--- src/rtl/fetch_unit_if.sv ---
// Fetch unit boundary: pipeline-control redirect inputs, instruction memory
// request/response channel and the decode-side valid/ready stream.
interface fetch_unit_if #(
  parameter int unsigned XLEN = 32
);

  logic [1:0]      pc_next_address_sel;
  logic [XLEN-1:0] jal_target;
  logic [XLEN-1:0] jalr_target;
  logic [XLEN-1:0] branch_target;
  logic            flush;
  logic            imem_req;
  logic [XLEN-1:0] imem_addr;
  logic            imem_gnt;
  logic            imem_rvalid;
  logic [31:0]     imem_rdata;
  logic            id_valid;
  logic            id_ready;
  logic [31:0]     id_instr;
  logic [XLEN-1:0] id_pc;
  logic            fetch_misalign;

  // Fetch unit side
  modport master (
    input  pc_next_address_sel, jal_target, jalr_target, branch_target, flush,
    output imem_req, imem_addr,
    input  imem_gnt, imem_rvalid, imem_rdata,
    output id_valid,
    input  id_ready,
    output id_instr, id_pc, fetch_misalign
  );

  // Surrounding pipeline / memory side
  modport slave (
    output pc_next_address_sel, jal_target, jalr_target, branch_target, flush,
    input  imem_req, imem_addr,
    output imem_gnt, imem_rvalid, imem_rdata,
    input  id_valid,
    output id_ready,
    input  id_instr, id_pc, fetch_misalign
  );

endinterface

--- src/rtl/fetch_unit.sv ---
// Instruction-fetch front end. Owns the fetch PC, issues credit-limited
// requests to a variable-latency instruction memory, tags each request with
// an epoch bit so responses from before a redirect/flush are dropped, and
// buffers returned instructions in a small queue feeding decode.
module fetch_unit #(
  parameter int unsigned     XLEN      = 32,
  parameter logic [XLEN-1:0] RESET_PC  = '0,
  parameter int unsigned     BUF_DEPTH = 2
) (
  input logic          clk,
  input logic          rst_n,
  fetch_unit_if.master bus
);

  localparam int unsigned CNT_W = $clog2(BUF_DEPTH + 1);
  localparam int unsigned CRD_W = CNT_W + 1;
  localparam int unsigned PTR_W = (BUF_DEPTH > 1) ? $clog2(BUF_DEPTH) : 1;
  localparam logic [31:0] NOP   = 32'h0000_0013;

  typedef enum logic {RUN, REDIRECT} state_t;

  state_t          state;
  logic [XLEN-1:0] target;
  logic [XLEN-1:0] fetch_pc;
  logic            epoch;
  logic            misalign;

  // In-flight request tags: epoch at issue time plus the request PC
  logic [BUF_DEPTH-1:0] tag_epoch;
  logic [XLEN-1:0]      tag_pc [BUF_DEPTH];
  logic [PTR_W-1:0]     tag_wr;
  logic [PTR_W-1:0]     tag_rd;
  logic [CNT_W-1:0]     outstanding;

  // Instruction queue towards decode
  logic [31:0]      q_instr [BUF_DEPTH];
  logic [XLEN-1:0]  q_pc    [BUF_DEPTH];
  logic [PTR_W-1:0] q_wr;
  logic [PTR_W-1:0] q_rd;
  logic [CNT_W-1:0] q_count;

  logic             kill;
  logic [CRD_W-1:0] credit_used;
  logic             issue;
  logic             grant;
  logic             rsp_fire;
  logic             rsp_keep;
  logic             deliver;
  logic             pop;

  // Redirect detection and target selection; REDIRECT lasts exactly the sel != 0 cycle
  always_comb begin
    target = bus.jal_target;
    state  = RUN;
    case (bus.pc_next_address_sel)
      2'd1: begin
        target = bus.jal_target;
        state  = REDIRECT;
      end
      2'd2: begin
        target = bus.jalr_target;
        state  = REDIRECT;
      end
      2'd3: begin
        target = bus.branch_target;
        state  = REDIRECT;
      end
      default: ;
    endcase
  end

  assign kill        = (state == REDIRECT) || bus.flush;
  assign credit_used = CRD_W'(outstanding) + CRD_W'(q_count);
  // rst_n term keeps imem_req low while reset is held
  assign issue       = rst_n && (state == RUN) && (credit_used < CRD_W'(BUF_DEPTH));
  assign grant       = issue && bus.imem_gnt;
  assign rsp_fire    = bus.imem_rvalid && (outstanding != '0);
  assign rsp_keep    = rsp_fire && !kill && (tag_epoch[tag_rd] == epoch);
  assign deliver     = (q_count != '0) && !kill;
  assign pop         = deliver && bus.id_ready;

  assign bus.imem_req       = issue;
  assign bus.imem_addr      = fetch_pc;
  assign bus.id_valid       = deliver;
  assign bus.id_instr       = (q_count == '0) ? NOP : q_instr[q_rd];
  assign bus.id_pc          = q_pc[q_rd];
  assign bus.fetch_misalign = misalign;

  // Fetch PC, epoch and one-cycle misaligned-target pulse
  always_ff @(posedge clk or negedge rst_n) begin
    if (!rst_n) begin
      fetch_pc <= RESET_PC;
      epoch    <= 1'b0;
      misalign <= 1'b0;
    end else begin
      misalign <= (state == REDIRECT) && (target[1:0] != 2'b00);
      if (kill) begin
        epoch <= ~epoch;
      end
      if (state == REDIRECT) begin
        fetch_pc <= {target[XLEN-1:2], 2'b00};
      end else if (grant) begin
        fetch_pc <= fetch_pc + XLEN'(4);
      end
    end
  end

  // In-flight tag FIFO; a grant during a flush already carries the post-flush epoch
  always_ff @(posedge clk or negedge rst_n) begin
    if (!rst_n) begin
      tag_epoch   <= '0;
      tag_wr      <= '0;
      tag_rd      <= '0;
      outstanding <= '0;
      for (int i = 0; i < int'(BUF_DEPTH); i++) begin
        tag_pc[i] <= '0;
      end
    end else begin
      if (grant) begin
        tag_epoch[tag_wr] <= epoch ^ bus.flush;
        tag_pc[tag_wr]    <= fetch_pc;
        tag_wr            <= tag_wr + PTR_W'(1);
      end
      if (rsp_fire) begin
        tag_rd <= tag_rd + PTR_W'(1);
      end
      outstanding <= outstanding + CNT_W'(grant) - CNT_W'(rsp_fire);
    end
  end

  // Instruction queue; cleared on redirect or flush
  always_ff @(posedge clk or negedge rst_n) begin
    if (!rst_n) begin
      q_wr    <= '0;
      q_rd    <= '0;
      q_count <= '0;
      for (int i = 0; i < int'(BUF_DEPTH); i++) begin
        q_instr[i] <= NOP;
        q_pc[i]    <= RESET_PC;
      end
    end else if (kill) begin
      q_wr    <= '0;
      q_rd    <= '0;
      q_count <= '0;
    end else begin
      if (rsp_keep) begin
        q_instr[q_wr] <= bus.imem_rdata;
        q_pc[q_wr]    <= tag_pc[tag_rd];
        q_wr          <= q_wr + PTR_W'(1);
      end
      if (pop) begin
        q_rd <= q_rd + PTR_W'(1);
      end
      q_count <= q_count + CNT_W'(rsp_keep) - CNT_W'(pop);
    end
  end

endmodule

--- src/flat_wrapper.sv ---
// flat-port wrapper written by rule: the top's interface ports become plain ports
module fetch_unit_flat 
#(
  parameter int unsigned     XLEN      = 32,
  parameter logic [XLEN-1:0] RESET_PC  = '0,
  parameter int unsigned     BUF_DEPTH = 2
)
  (clk, rst_n, bus_pc_next_address_sel, bus_jal_target, bus_jalr_target, bus_branch_target, bus_flush, bus_imem_req, bus_imem_addr, bus_imem_gnt, bus_imem_rvalid, bus_imem_rdata, bus_id_valid, bus_id_ready, bus_id_instr, bus_id_pc, bus_fetch_misalign);
  fetch_unit_if #(.XLEN(XLEN)) bus_i ();
  input logic clk;
  input logic rst_n;
  input wire logic [$bits(bus_i.pc_next_address_sel)-1:0] bus_pc_next_address_sel;
  input wire logic [$bits(bus_i.jal_target)-1:0] bus_jal_target;
  input wire logic [$bits(bus_i.jalr_target)-1:0] bus_jalr_target;
  input wire logic [$bits(bus_i.branch_target)-1:0] bus_branch_target;
  input wire logic [$bits(bus_i.flush)-1:0] bus_flush;
  output wire logic [$bits(bus_i.imem_req)-1:0] bus_imem_req;
  output wire logic [$bits(bus_i.imem_addr)-1:0] bus_imem_addr;
  input wire logic [$bits(bus_i.imem_gnt)-1:0] bus_imem_gnt;
  input wire logic [$bits(bus_i.imem_rvalid)-1:0] bus_imem_rvalid;
  input wire logic [$bits(bus_i.imem_rdata)-1:0] bus_imem_rdata;
  output wire logic [$bits(bus_i.id_valid)-1:0] bus_id_valid;
  input wire logic [$bits(bus_i.id_ready)-1:0] bus_id_ready;
  output wire logic [$bits(bus_i.id_instr)-1:0] bus_id_instr;
  output wire logic [$bits(bus_i.id_pc)-1:0] bus_id_pc;
  output wire logic [$bits(bus_i.fetch_misalign)-1:0] bus_fetch_misalign;
  assign bus_i.pc_next_address_sel = bus_pc_next_address_sel;
  assign bus_i.jal_target = bus_jal_target;
  assign bus_i.jalr_target = bus_jalr_target;
  assign bus_i.branch_target = bus_branch_target;
  assign bus_i.flush = bus_flush;
  assign bus_imem_req = bus_i.imem_req;
  assign bus_imem_addr = bus_i.imem_addr;
  assign bus_i.imem_gnt = bus_imem_gnt;
  assign bus_i.imem_rvalid = bus_imem_rvalid;
  assign bus_i.imem_rdata = bus_imem_rdata;
  assign bus_id_valid = bus_i.id_valid;
  assign bus_i.id_ready = bus_id_ready;
  assign bus_id_instr = bus_i.id_instr;
  assign bus_id_pc = bus_i.id_pc;
  assign bus_fetch_misalign = bus_i.fetch_misalign;
  fetch_unit #(.XLEN(XLEN), .RESET_PC(RESET_PC), .BUF_DEPTH(BUF_DEPTH)) u_core (.clk(clk), .rst_n(rst_n), .bus(bus_i));
endmodule
--- config.mk ---
export PLATFORM = sky130hd
export DESIGN_NAME = fetch_unit_flat
export DESIGN_NICKNAME = d
export VERILOG_FILES = /design/src/rtl/fetch_unit_if.sv /design/src/rtl/fetch_unit.sv /design/src/flat_wrapper.sv
export SDC_FILE = /design/constraint.sdc
export NUM_CORES = 1
export LEC_CHECK = 0
export CAP_MARGIN = 20
export CORE_MARGIN = 1.5
export CORE_UTILIZATION = 50
export DETAILED_ROUTE_END_ITERATION = 7
export PLACE_DENSITY = 0.79
export SKIP_LAST_GASP = 1
export SLEW_MARGIN = 15
export SYNTH_ARGS = -nofsm -noshare
export SYNTH_HDL_FRONTEND = slang
export SYNTH_SLANG_ARGS = --single-unit
--- constraint.sdc ---
create_clock -name clk -period 3.34 [get_ports clk]
set_input_delay 0.668 -clock clk [delete_from_list [all_inputs] [get_ports clk]]
set_output_delay 0.668 -clock clk [all_outputs]
set_load 0.05 [all_outputs]
==> metrics.md, run 1 <==
| Metric | Value |
|---|---|
| Peak fanout along the critical path | `25` |
| Cts hold-fix bufs | `0` |
| Crit share post-route | `between 90% and 100%` |
| Area growth from synthesis to layout | `28.8%` |
| Slew headroom | `33.4%` |
| Post-synth ARST share | `100%` |
| Die span in y | `around 150 microns` |
| Average vias per placed instance | `around 5.6` |
| Dominant cells by area after synthesis | `sky130_fd_sc_hd__dfrtp_1 (48%), sky130_fd_sc_hd__mux2_2 (13%), sky130_fd_sc_hd__mux2_1 (7.5%)` |
| Final Hold Violating Endpoints | `0` |
| Number of vias in the routed layout | `~7.8k` |
| Critical Path Source Type | `register` |
| Skew-Pair Late Insertion Delay | `about 510 ps` |
| Number of antenna violations at the first check in global routing | `3` |
| Family with the most delay on the worst path | `buffers and inverters` |
| CTS max path bufs | `3` |
| Overall Power | `~0.0098 W` |
| Max stage delay cell, worst path | `sky130_fd_sc_hd__clkdlybuf4s50_1` |
| Sequential element share of the synthesized area | `between 40% and 50%` |
| Slowest Stage Delay on Critical Path | `about 880 ps` |
| DR iter-0 viols | `479` |
| Arrival @ worst endpoint | `about 2500 ps` |
| Setup repair after global routing missed its margin | `no` |
| Summed negative setup slack over all endpoints | `0 ps` |
| Worst Clk Skew | `approximately 15 ps` |
| Cells after Synth | `about 860` |
| TritonCTS Buffers | `24` |
| Top post-synthesis cells by count | `sky130_fd_sc_hd__dfrtp_1 (220), sky130_fd_sc_hd__mux2_2 (131), sky130_fd_sc_hd__mux2_1 (76), sky130_fd_sc_hd__nor2_1 (58), sky130_fd_sc_hd__mux2_4 (50)` |
| Post-synth top area cell | `sky130_fd_sc_hd__dfrtp_1` |
| Worst Setup Slack post-DPL | `between 500 and 600 ps` |
| MaxCap Viol Count | `0` |
| Number of sinks handled by clock tree synthesis | `~230` |
| Leading cell type by number of instances after synthesis | `sky130_fd_sc_hd__dfrtp_1` |
| EDFF count, synth | `0` |
| Layout cells sized above 1 | `25.6%` |
| GRT Total Usage | `a little under a quarter` |
| Crit Path Class | `reg2out` |
| TritonCTS clock tree | `built` |
| Total leakage power | `6.67 nW` |
| WP data required | `2670 ps` |
| Class of the most critical hold timing path | `in2async` |
| Maximum number of pins on one net before global-route repair | `approximately 190` |
| Number of global-route vias before repair | `8221` |
| Grt total ovfl | `0` |
| Most instantiated flip-flop cell in the synthesis netlist | `sky130_fd_sc_hd__dfrtp_1` |
| # nets final | `approximately 1.2k` |
| Worst hold slack after final layout | `between 30 and 40 ps` |
| Yosys synthesis warning count | `0` |
| Global placer's final weighted congestion | `roughly 0.87` |
| Worst setup EP type | `output port` |
| Layout filler cell count | `approximately 1.7k` |
| Power Dens Cells | `~670 nW/um^2` |
| Wire length reported by the detailed router | `about 28 mm` |
| Standard cell core area | `approximately 23000 sq um` |
| Status | `complete, no violations` |
| Post-synthesis sequential element count | `~230` |
| Drc violations | `0` |
| Register clock-pin slew on the reported worst setup and hold paths | `60 ps` |
| Number of setup violations in the final report | `0` |
| Cell Chain, Critical Path | `buf_12 > mux2i_1 > o21ai_0 > clkdlybuf4s50_1` |
| Top-level I/O count | `around 240` |
| Final number of max-transition violations | `0` |
| Post-CTS setup repair buffer count | `0` |
| Final worst slack | `approximately 170 ps` |
| H-tree levels | `1` |
| Die X | `roughly 150 microns` |
| Number of buffers and inverters on the critical path | `2` |
| Fmax | `~320 MHz` |
| Number of placement rows | `55` |
| Fraction of post-synthesis cell area in the top cell type by area | `about half` |
| Starting density of the core | `about half` |
| Worst vdd ir | `0.000431 V` |
| Total die area | `23800 sq um` |
| # port buffers | `230` |
| Per-instance average area after synthesis | `13.2 sq um` |
| Placed wire-length estimate after detailed placement | `around 19 mm` |
| Root cell of the clock tree | `sky130_fd_sc_hd__clkbuf_16` |
| Number of detailed-routing iterations run before antenna repair | `5` |
| WL/cell | `20.2 microns` |
| Number of unique standard cell types used by synthesis | `between 60 and 70` |
| Global-route wire length before repair | `45.2 mm` |
| Pin slew with the least headroom to its limit | `999 ps` |
| Number of gates resized after CTS | `0` |
| Period minus WS final | `~3200 ps` |
| Cell area after synthesis | `~11000 sq um` |
| Routed Antenna Nets | `0` |
[final timing paths]
check / startpoint / end / slack [ps] / cells after the start
max: u_core.q_rd$_DFFE_PN0P_ / bus_id_instr[0] / 170 / 4
min: rst_n / u_core.outstanding[0]$_DFF_PN0_ / 40 / 1
max reg2reg: u_core.q_count[0]$_DFF_PN0_ / u_core.bus.imem_addr[29]$_DFFE_PN0P_ / 600 / 8
min in group clk: u_core.q_pc[3]$_DFFE_PN0P_ / u_core.q_pc[3]$_DFFE_PN0P_ / 480 / 1
min reg2reg: u_core.q_pc[3]$_DFFE_PN0P_ / u_core.q_pc[3]$_DFFE_PN0P_ / 480 / 1
max in group asynchronous: rst_n / u_core.bus.imem_addr[24]$_DFFE_PN0P_ / 2030 / 2
[metal layers]
| layer | global-route usage, % | share of wire [%] |
|---|---|---|
| met1 | 33.3 | 44 |
| met2 | 38.7 | 47 |
| met3 | 3.33 | 5.8 |
| met4 | 8.04 | 3.0 |
| met5 | 0 | 0 |
[kinds of logic (layout without fill, tap and decap cells)]
group	after synthesis	in the layout	synth area share [%]
simple gates	144	144	6.76
xor+xnor	18	18	1.38
mux	306	306	32.4
buf+inv	66	296	3.45
flops	226	226	49.6
other cells	1	7	0.0328
fa+ha+maj	6	6	0.723
compound gates	96	96	5.71
[where the power goes]
part,internal [W],switching (W)
Sequential,0.00350,0.000506
Clock,0.00142,0.00104
Combinational,0.00170,0.00165
Total,0.00662,0.00319
[layout make-up]
class	instances	area, sq um	share of cell area, %
Sequential cell	226	5670	38.5
Multi-Input combinational cell	574	5420	36.8
Timing Repair Buffer	251	2520	17.2
Clock buffer	33	686	4.66
Tap cell	285	357	2.42
Inverter	7	26.3	0.179
Clock inverter	5	25.0	0.170
Antenna cell	3	7.51	0.0510
[flip-flops by register name (all words and copies together), names as in the netlist]
signal	flops
u_core.bus.fetch_misalign	1
u_core.bus.imem_addr	30
u_core.epoch	1
u_core.outstanding	2
u_core.q_count	2
u_core.q_instr	64
u_core.q_pc	60
u_core.q_rd	1
u_core.q_wr	1
u_core.tag_epoch	2
u_core.tag_pc	60
u_core.tag_rd	1
u_core.tag_wr	1
[placed cells by master, fill, tap and decap left out, drive strengths merged, types with 4 or more instances in the layout]
master	synthesis	routed
nand3	9	9
nand2b	4	4
o21ai	23	23
nor4	4	4
mux2	257	257
xor2	7	7
clkbuf	23	33
a21oi	16	16
clkdlybuf4s50	0	223
o22a	7	7
o31ai	4	4
mux4	10	10
conb	1	4
a31oi	12	12
o2bb2ai	4	4
xnor2	11	11
buf	36	27
dfstp	6	6
nor2	58	58
and3	5	5
nand2	31	31
inv	7	7
dfrtp	220	220
a22oi	6	6
nor3	8	8
nand4	9	9
a22o	9	9
mux2i	39	39
clkinv	0	5
ha	5	5
[through the flow]
stage	utilization (%)	instance area, sq um	cells
floorplan	-	11400	866
global placement	62.2	14000	1343
detailed placement	62.2	14000	1343
CTS	65.3	14700	1381
global route	65.4	14700	1384
finish	65.4	14700	1384
[worst register-to-register path: stages, from the launching register on]
cell	delay, ps
sky130_fd_sc_hd__dfrtp_1	430
sky130_fd_sc_hd__inv_1	90
sky130_fd_sc_hd__nor2_1	150
sky130_fd_sc_hd__fa_1	510
sky130_fd_sc_hd__nand4bb_1	260
sky130_fd_sc_hd__nor3_1	260
sky130_fd_sc_hd__nor4b_4	350
sky130_fd_sc_hd__xor2_1	120
sky130_fd_sc_hd__mux4_2	460
Power figures use the tool's default switching activity.
==> run 2, diff against run 1 <==
Settings changed: GPL_TIMING_DRIVEN from default to 0.
==> run 2 against run 1 <==
Effect of this change: the flow now finishes with violations (setup timing); sequential power about the same; register-to-register slack got worse by 310 ps; routed wire length increased by 4.4%; non-clock buffer count increased by 39; power increased by 3.1%; sequential share of layout area decreased by 0.77 points; clock skew decreased by 0.55 ps; combinational power increased by 1%; utilization increased by 1.3 points; largest cell class unchanged; first-iteration DRC count decreased by 3.3%; final cell count increased by 3.2%; via count increased by 2.7%; critical endpoint is now bus_imem_req.
==> metrics.md, run 2 (synthesis gave the netlist of run 1 again) <==
| Metric | Value |
|---|---|
| Status | `complete, but fails checks` |
| Failing checks | `setup timing` |
| TritonCTS clock tree | `built` |
| DR iter-0 viols | `463 (-3.3%)` |
| Leading cell types in the layout, fill and taps excluded | `sky130_fd_sc_hd__dfrtp_1 (220), sky130_fd_sc_hd__clkdlybuf4s50_1 (217), sky130_fd_sc_hd__mux2_2 (131)` |
| Wire length reported by the detailed router | `29.1 mm (+4.4%)` |
| Global-route wire length before repair | `46.5 mm (+2.9%)` |
| Pin slew with the least headroom to its limit | `888 ps (-111 ps)` |
| Number of placement rows | `55 (unchanged)` |
| Worst reg2reg path startpoint | `u_core.q_count[0]$_DFF_PN0_` |
| Setup slack of the most critical reg-to-reg path | `290 ps (-310 ps)` |
| Number of setup violations in the final report | `1 (+1)` |
| Total leakage power | `6.99 nW (+4.8%)` |
| Final Hold Violating Endpoints | `0 (unchanged)` |
| Number of antenna violations at the first check in global routing | `1 (-2)` |
| Die span in y | `154 microns (unchanged)` |
| Class of the most critical hold timing path | `in2async` |
| Slowest Stage Delay on Critical Path | `470 ps (-410 ps)` |
| Setup repair after global routing missed its margin | `yes` |
| Total die area | `23800 sq um (unchanged)` |
| Grt total ovfl | `0 (unchanged)` |
| Die X | `154 microns (unchanged)` |
| Overall Power | `0.0101 W (+3.1%)` |
| Peak fanout along the critical path | `10 (-60%)` |
| Layout filler cell count | `1687 (-0.82%)` |
| Power Dens Cells | `674 nW/um^2 (+1.1%)` |
| Number of global-route vias before repair | `8376 (+1.9%)` |
| Worst reg2reg path endpoint | `u_core.tag_pc[50]$_DFFE_PN0P_` |
| Global placer's final weighted congestion | `0.869 (unchanged)` |
| Drc violations | `0 (unchanged)` |
| Slew headroom | `40.6% (+7.2 points)` |
| Starting density of the core | `50.8% (unchanged)` |
| Routed Antenna Nets | `0 (unchanged)` |
| Final number of max-transition violations | `0 (unchanged)` |
| GRT Total Usage | `24.8% (+0.91 points)` |
| Area growth from synthesis to layout | `31.4%` |
| Register clock-pin slew on the reported worst setup and hold paths | `60 ps (about the same)` |
| Maximum number of pins on one net before global-route repair | `107 (-43%)` |
| TritonCTS Buffers | `25 (+4.2%)` |
| Number of buffers and inverters on the critical path | `4 (+2)` |
| Fmax | `296 MHz (-6.2%)` |
| Register with the highest flop count | `u_core.q_instr` |
| Worst R2R Path Depth | `9 (+1)` |
| Standard cell core area | `22500 sq um (unchanged)` |
| MaxCap Viol Count | `0 (unchanged)` |
| # port buffers | `230 (unchanged)` |
| Critical Path Source Type | `input pin` |
| Number of gates resized after CTS | `18 (+18)` |
| Crit Path Class | `in2out` |
| Worst Setup Slack post-DPL | `-519 ps (-1090 ps)` |
| Skew-Pair Late Insertion Delay | `520 ps (about the same)` |
| Top-level I/O count | `235 (unchanged)` |
| Period minus WS final | `3380 ps (+209 ps)` |
| Crit share post-route | `101% (+6.3 points)` |
| WP data required | `2670 ps (about the same)` |
| Worst setup EP type | `output port` |
| Max stage delay cell, worst path | `sky130_fd_sc_hd__clkdlybuf4s50_1` |
| Number of vias in the routed layout | `8033 (+2.7%)` |
| Average vias per placed instance | `5.63 (-0.43%)` |
| Final worst slack | `-43.1 ps (-209 ps)` |
| Worst Clk Skew | `14.4 ps (-0.549 ps)` |
| # nets final | `1266 (+3.3%)` |
| Most common cell after layout, fill and taps aside | `sky130_fd_sc_hd__dfrtp_1` |
| Largest registers in the final layout | `u_core.q_instr x64, u_core.q_pc x60, u_core.tag_pc x60` |
| Worst vdd ir | `0.000461 V (+6.9%)` |
| WL/cell | `20.4 microns (+1.2%)` |
| Number of sinks handled by clock tree synthesis | `226 (unchanged)` |
| Layout cells sized above 1 | `26.8% (+1.2 points)` |
| Root cell of the clock tree | `sky130_fd_sc_hd__clkbuf_16` |
| Cell Chain, Critical Path | `clkdlybuf4s50_1 > or2_1 > buf_2 > clkbuf_1 > nor4b_4 > clkdlybuf4s15_2` |
| Family with the most delay on the worst path | `buffers and inverters` |
| Arrival @ worst endpoint | `2720 ps (+210 ps)` |
| Number of detailed-routing iterations run before antenna repair | `6 (+1)` |
| Placed wire-length estimate after detailed placement | `20.8 mm (+9.2%)` |
| Cts hold-fix bufs | `0 (unchanged)` |
| Max FFs per register | `64 (unchanged)` |
| Post-CTS setup repair buffer count | `0 (unchanged)` |
| Summed negative setup slack over all endpoints | `-43.1 ps (-43.1 ps)` |
| CTS max path bufs | `3 (unchanged)` |
| H-tree levels | `1 (unchanged)` |
[run 2: area by class of cell]
| cell class | instances | area [sq um] | share of cell area (%) |
|---|---|---|---|
| sequential | 226 | 5660 | 37.7 |
| multi-input combinational | 574 | 5390 | 35.9 |
| timing repair buffer | 232 | 2380 | 15.8 |
| clock buffer | 34 | 709 | 4.73 |
| buffer | 58 | 374 | 2.49 |
| tap | 285 | 357 | 2.38 |
| clock inverter | 11 | 105 | 0.700 |
| inverter | 7 | 26.3 | 0.175 |
| antenna | 1 | 2.50 | 0.0167 |
[run 2: metal layers]
metal | global-route usage (%) | vias to the layer above | share of wire (%)
li1 | - | 3662 | -
met1 | 35.1 | 4033 | 44
met2 | 39.7 | 295 | 47
met3 | 3.78 | 43 | 6.0
met4 | 7.35 | 0 | 2.3
met5 | 0 | - | 0
[run 2: worst max path at each step]
stage / start / slack (ps) / depth (start not counted) / to
after detailed placement: bus_pc_next_address_sel[0] / -520 / 6 / bus_imem_req
after global placement: rst_n / -8290 / 6 / u_core.bus.imem_addr[29]$_DFFE_PN0P_
final: bus_pc_next_address_sel[0] / -40 / 6 / bus_imem_req
after global routing: bus_pc_next_address_sel[0] / -60 / 6 / bus_imem_req
after CTS: bus_pc_next_address_sel[0] / -80 / 6 / bus_imem_req
after floorplan: bus_pc_next_address_sel[0] / 520 / 4 / bus_imem_req
[run 2: metrics by stage]
stage	utilization (%)	cells	hold WS [ps]	cell area [sq um]
after floorplan	-	866	372	11400
after global placement	62.7	1381	461	14100
after detailed placement	62.9	1383	477	14200
after CTS	66.6	1427	0.392	15000
after global routing	66.7	1428	4.99	15000
final	66.7	1428	8.17	15000
[run 2: report_power, final]
part           internal (W)  switching [W]
clock network       0.00164        0.00110
logic               0.00172        0.00168
registers           0.00350       0.000481
==> run 3, diff against run 2 <==
Settings changed: MAX_ROUTING_LAYER from default to met4, RECOVER_POWER from default to 100.
==> run 3 against run 2 <==
Effect of this change: the flow finishes with violations (hold timing, capacitance limit, slew limit, setup timing); final cell count is the same; sequential share of layout area is 0.86 points higher; worst hold slack worse by 11 ps.
==> metrics.md, run 3 (synthesis gave the netlist of run 1 again) <==
| Metric | Value |
|---|---|
| Status | `complete, but fails checks` |
| Failing checks | `hold timing, capacitance limit, slew limit, setup timing` |
| Slew headroom | `-60.0% (-100 points)` |
| Number of sinks handled by clock tree synthesis | `226 (unchanged)` |
| Worst vdd ir | `0.000456 V (-1.2%)` |
| # nets final | `1266 (unchanged)` |
| Summed negative setup slack over all endpoints | `-44.1 ps (-1.03 ps)` |
| Routed Antenna Nets | `0 (unchanged)` |
| Placed wire-length estimate after detailed placement | `20.8 mm (unchanged)` |
| Worst setup EP type | `output port` |
| Cts hold-fix bufs | `0 (unchanged)` |
| Skew-Pair Late Insertion Delay | `520 ps (about the same)` |
| Worst Clk Skew | `12.8 ps (-1.61 ps)` |
| # port buffers | `230 (unchanged)` |
| Setup repair after global routing missed its margin | `yes` |
| Number of placement rows | `55 (unchanged)` |
| Layout filler cell count | `1762 (+4.4%)` |
| Pin slew with the least headroom to its limit | `2400 ps (+1510 ps)` |
| Number of vias in the routed layout | `8040 (+0.087%)` |
| Maximum number of pins on one net before global-route repair | `107 (unchanged)` |
| Average vias per placed instance | `5.63 (about the same)` |
| Final Hold Violating Endpoints | `4 (+4)` |
| DR iter-0 viols | `474 (+2.4%)` |
| Register with the highest flop count | `u_core.q_instr` |
| Drc violations | `0 (unchanged)` |
| TritonCTS clock tree | `built` |
| Worst hold slack after final layout | `-3.32 ps (-11.5 ps)` |
| Global placer's final weighted congestion | `0.883 (+1.6%)` |
| Register clock-pin slew on the reported worst setup and hold paths | `60 ps (about the same)` |
| Combined area of the multi-input logic cells | `5210 sq um (-3.3%)` |
| Overall Power | `0.00987 W (-2.4%)` |
| Max FFs per register | `64 (unchanged)` |
| Starting density of the core | `50.8% (unchanged)` |
| Layout cells sized above 1 | `21.4% (-5.4 points)` |
| Most common cell after layout, fill and taps aside | `sky130_fd_sc_hd__dfrtp_1` |
| Crit Path Class | `in2out` |
| Die X | `154 microns (unchanged)` |
| Leading cell types in the layout, fill and taps excluded | `sky130_fd_sc_hd__dfrtp_1 (220), sky130_fd_sc_hd__clkdlybuf4s50_1 (183), sky130_fd_sc_hd__mux2_2 (129)` |
| Standard cell core area | `22500 sq um (unchanged)` |
| Critical Path Source Type | `input pin` |
| Worst setup path startpoint | `bus_pc_next_address_sel[0]` |
| Finished layout cell area | `14700 sq um (-2.2%)` |
| Worst reg2reg path startpoint | `u_core.q_count[0]$_DFF_PN0_` |
| Number of detailed-routing iterations run before antenna repair | `5 (-1)` |
| Area growth from synthesis to layout | `28.4%` |
| WL/cell | `20.4 microns (-0.13%)` |
| Final worst slack | `-44.1 ps (-1.03 ps)` |
| Number of antenna violations at the first check in global routing | `1 (unchanged)` |
| Top-level I/O count | `235 (unchanged)` |
| Fmax | `296 MHz (about the same)` |
| Number of global-route vias before repair | `8377 (+0.012%)` |
| Global-route wire length before repair | `46.6 mm (+0.10%)` |
| Total leakage power | `6.64 nW (-5.1%)` |
| Wire length reported by the detailed router | `29.1 mm (-0.13%)` |
| MaxCap Viol Count | `1 (+1)` |
| Number of setup violations in the final report | `1 (unchanged)` |
| Total area of sequential cells | `5660 sq um (unchanged)` |
| WP data required | `2670 ps (about the same)` |
| GRT Total Usage | `25.6% (+0.77 points)` |
| Die span in y | `154 microns (unchanged)` |
| Power Dens Cells | `673 nW/um^2 (-0.22%)` |
| Crit share post-route | `101% (about the same)` |
| Instance area at placement | `14200 sq um (unchanged)` |
| Final number of max-transition violations | `98 (+98)` |
| Root cell of the clock tree | `sky130_fd_sc_hd__clkbuf_16` |
| Arrival @ worst endpoint | `2720 ps (about the same)` |
| CTS max path bufs | `3 (unchanged)` |
| H-tree levels | `1 (unchanged)` |
| Peak fanout along the critical path | `10 (unchanged)` |
| Largest registers in the final layout | `u_core.q_instr x64, u_core.q_pc x60, u_core.tag_pc x60` |
| Period minus WS final | `3380 ps (+1.03 ps)` |
| Grt total ovfl | `0 (unchanged)` |
| TritonCTS Buffers | `25 (unchanged)` |
| Class of the most critical hold timing path | `in2async` |
| Total die area | `23800 sq um (unchanged)` |
[run 3: cell types whose count changed in the layout (fill, tap and decap cells not counted), moves of 9 or more]
cell,before,now
sky130_fd_sc_hd__clkdlybuf4s50_1,217,183
sky130_fd_sc_hd__clkbuf_2,5,14
sky130_fd_sc_hd__clkbuf_1,18,39
sky130_fd_sc_hd__dlygate4sd3_1,0,35
sky130_fd_sc_hd__mux2_4,50,9
sky130_fd_sc_hd__mux2_1,76,119
sky130_fd_sc_hd__buf_2,20,9
[run 3: through the flow]
| step | worst slack, ps | cells | utilization [%] |
|---|---|---|---|
| after floorplan | 521 | 866 | - |
| after global placement | -8290 | 1381 | 62.7 |
| after detailed placement | -519 | 1383 | 62.9 |
| after CTS | -76.4 | 1427 | 66.6 |
| after global routing | -57.5 | 1428 | 65.2 |
| final | -44.1 | 1428 | 65.2 |
[run 3: power by group]
group | leakage, nW | internal [W] | switching (W) | total, W
Sequential | 2.94 | 0.00350 | 0.000469 | 0.00397
Clock | 0.412 | 0.00164 | 0.00110 | 0.00274
Combinational | 3.29 | 0.00150 | 0.00166 | 0.00317
Total | 6.64 | 0.00664 | 0.00323 | 0.00987
[run 3: critical path: stages]
cell and delay [ps]:
sky130_fd_sc_hd__clkdlybuf4s50_1 470, sky130_fd_sc_hd__or2_1 250, sky130_fd_sc_hd__buf_2 180, sky130_fd_sc_hd__clkbuf_1 320, sky130_fd_sc_hd__nor4b_4 390, sky130_fd_sc_hd__clkdlybuf4s15_2 420
[run 3: worst paths after layout]
| kind | cells past startpoint | slack, ps | to |
|---|---|---|---|
| min in group clk | 1 | 490 | u_core.q_pc[21]$_DFFE_PN0P_ |
| worst min-delay path | 1 | -3 | u_core.q_instr[52]$_DFFE_PN0P_ |
| worst max-delay path | 6 | -40 | bus_imem_req |
| worst min register to register | 1 | 490 | u_core.q_pc[21]$_DFFE_PN0P_ |
| max in group asynchronous | 2 | 760 | u_core.q_pc[44]$_DFFE_PN0P_ |
| worst max register to register | 8 | 150 | u_core.bus.imem_addr[29]$_DFFE_PN0P_ |
[run 3: area by class of cell]
cell class / instances / area share, %
diodes: 1 / 0.0171
clock buffers: 34 / 4.84
repair buffers: 232 / 15.6
clock inverters: 11 / 0.716
plain buffers: 58 / 2.09
flip-flops and latches: 226 / 38.6
inverters: 7 / 0.179
well taps: 285 / 2.43
multi-input cells: 574 / 35.5
[run 3: repair_timing]
item | in CTS | in global routing
gates resized for setup | 18 | 9
buffers inserted | 0 | 0
setup endpoints to repair | 61 | 9
[run 3: layer usage]
layer | global-route usage, % | up-vias | routed length, microns
li1 | - | 3667 | -
met5 | - | - | 0
met4 | 7.30 | 0 | 748
met3 | 3.52 | 58 | 1580
met2 | 39.8 | 299 | 13700
met1 | 35.3 | 4016 | 13100
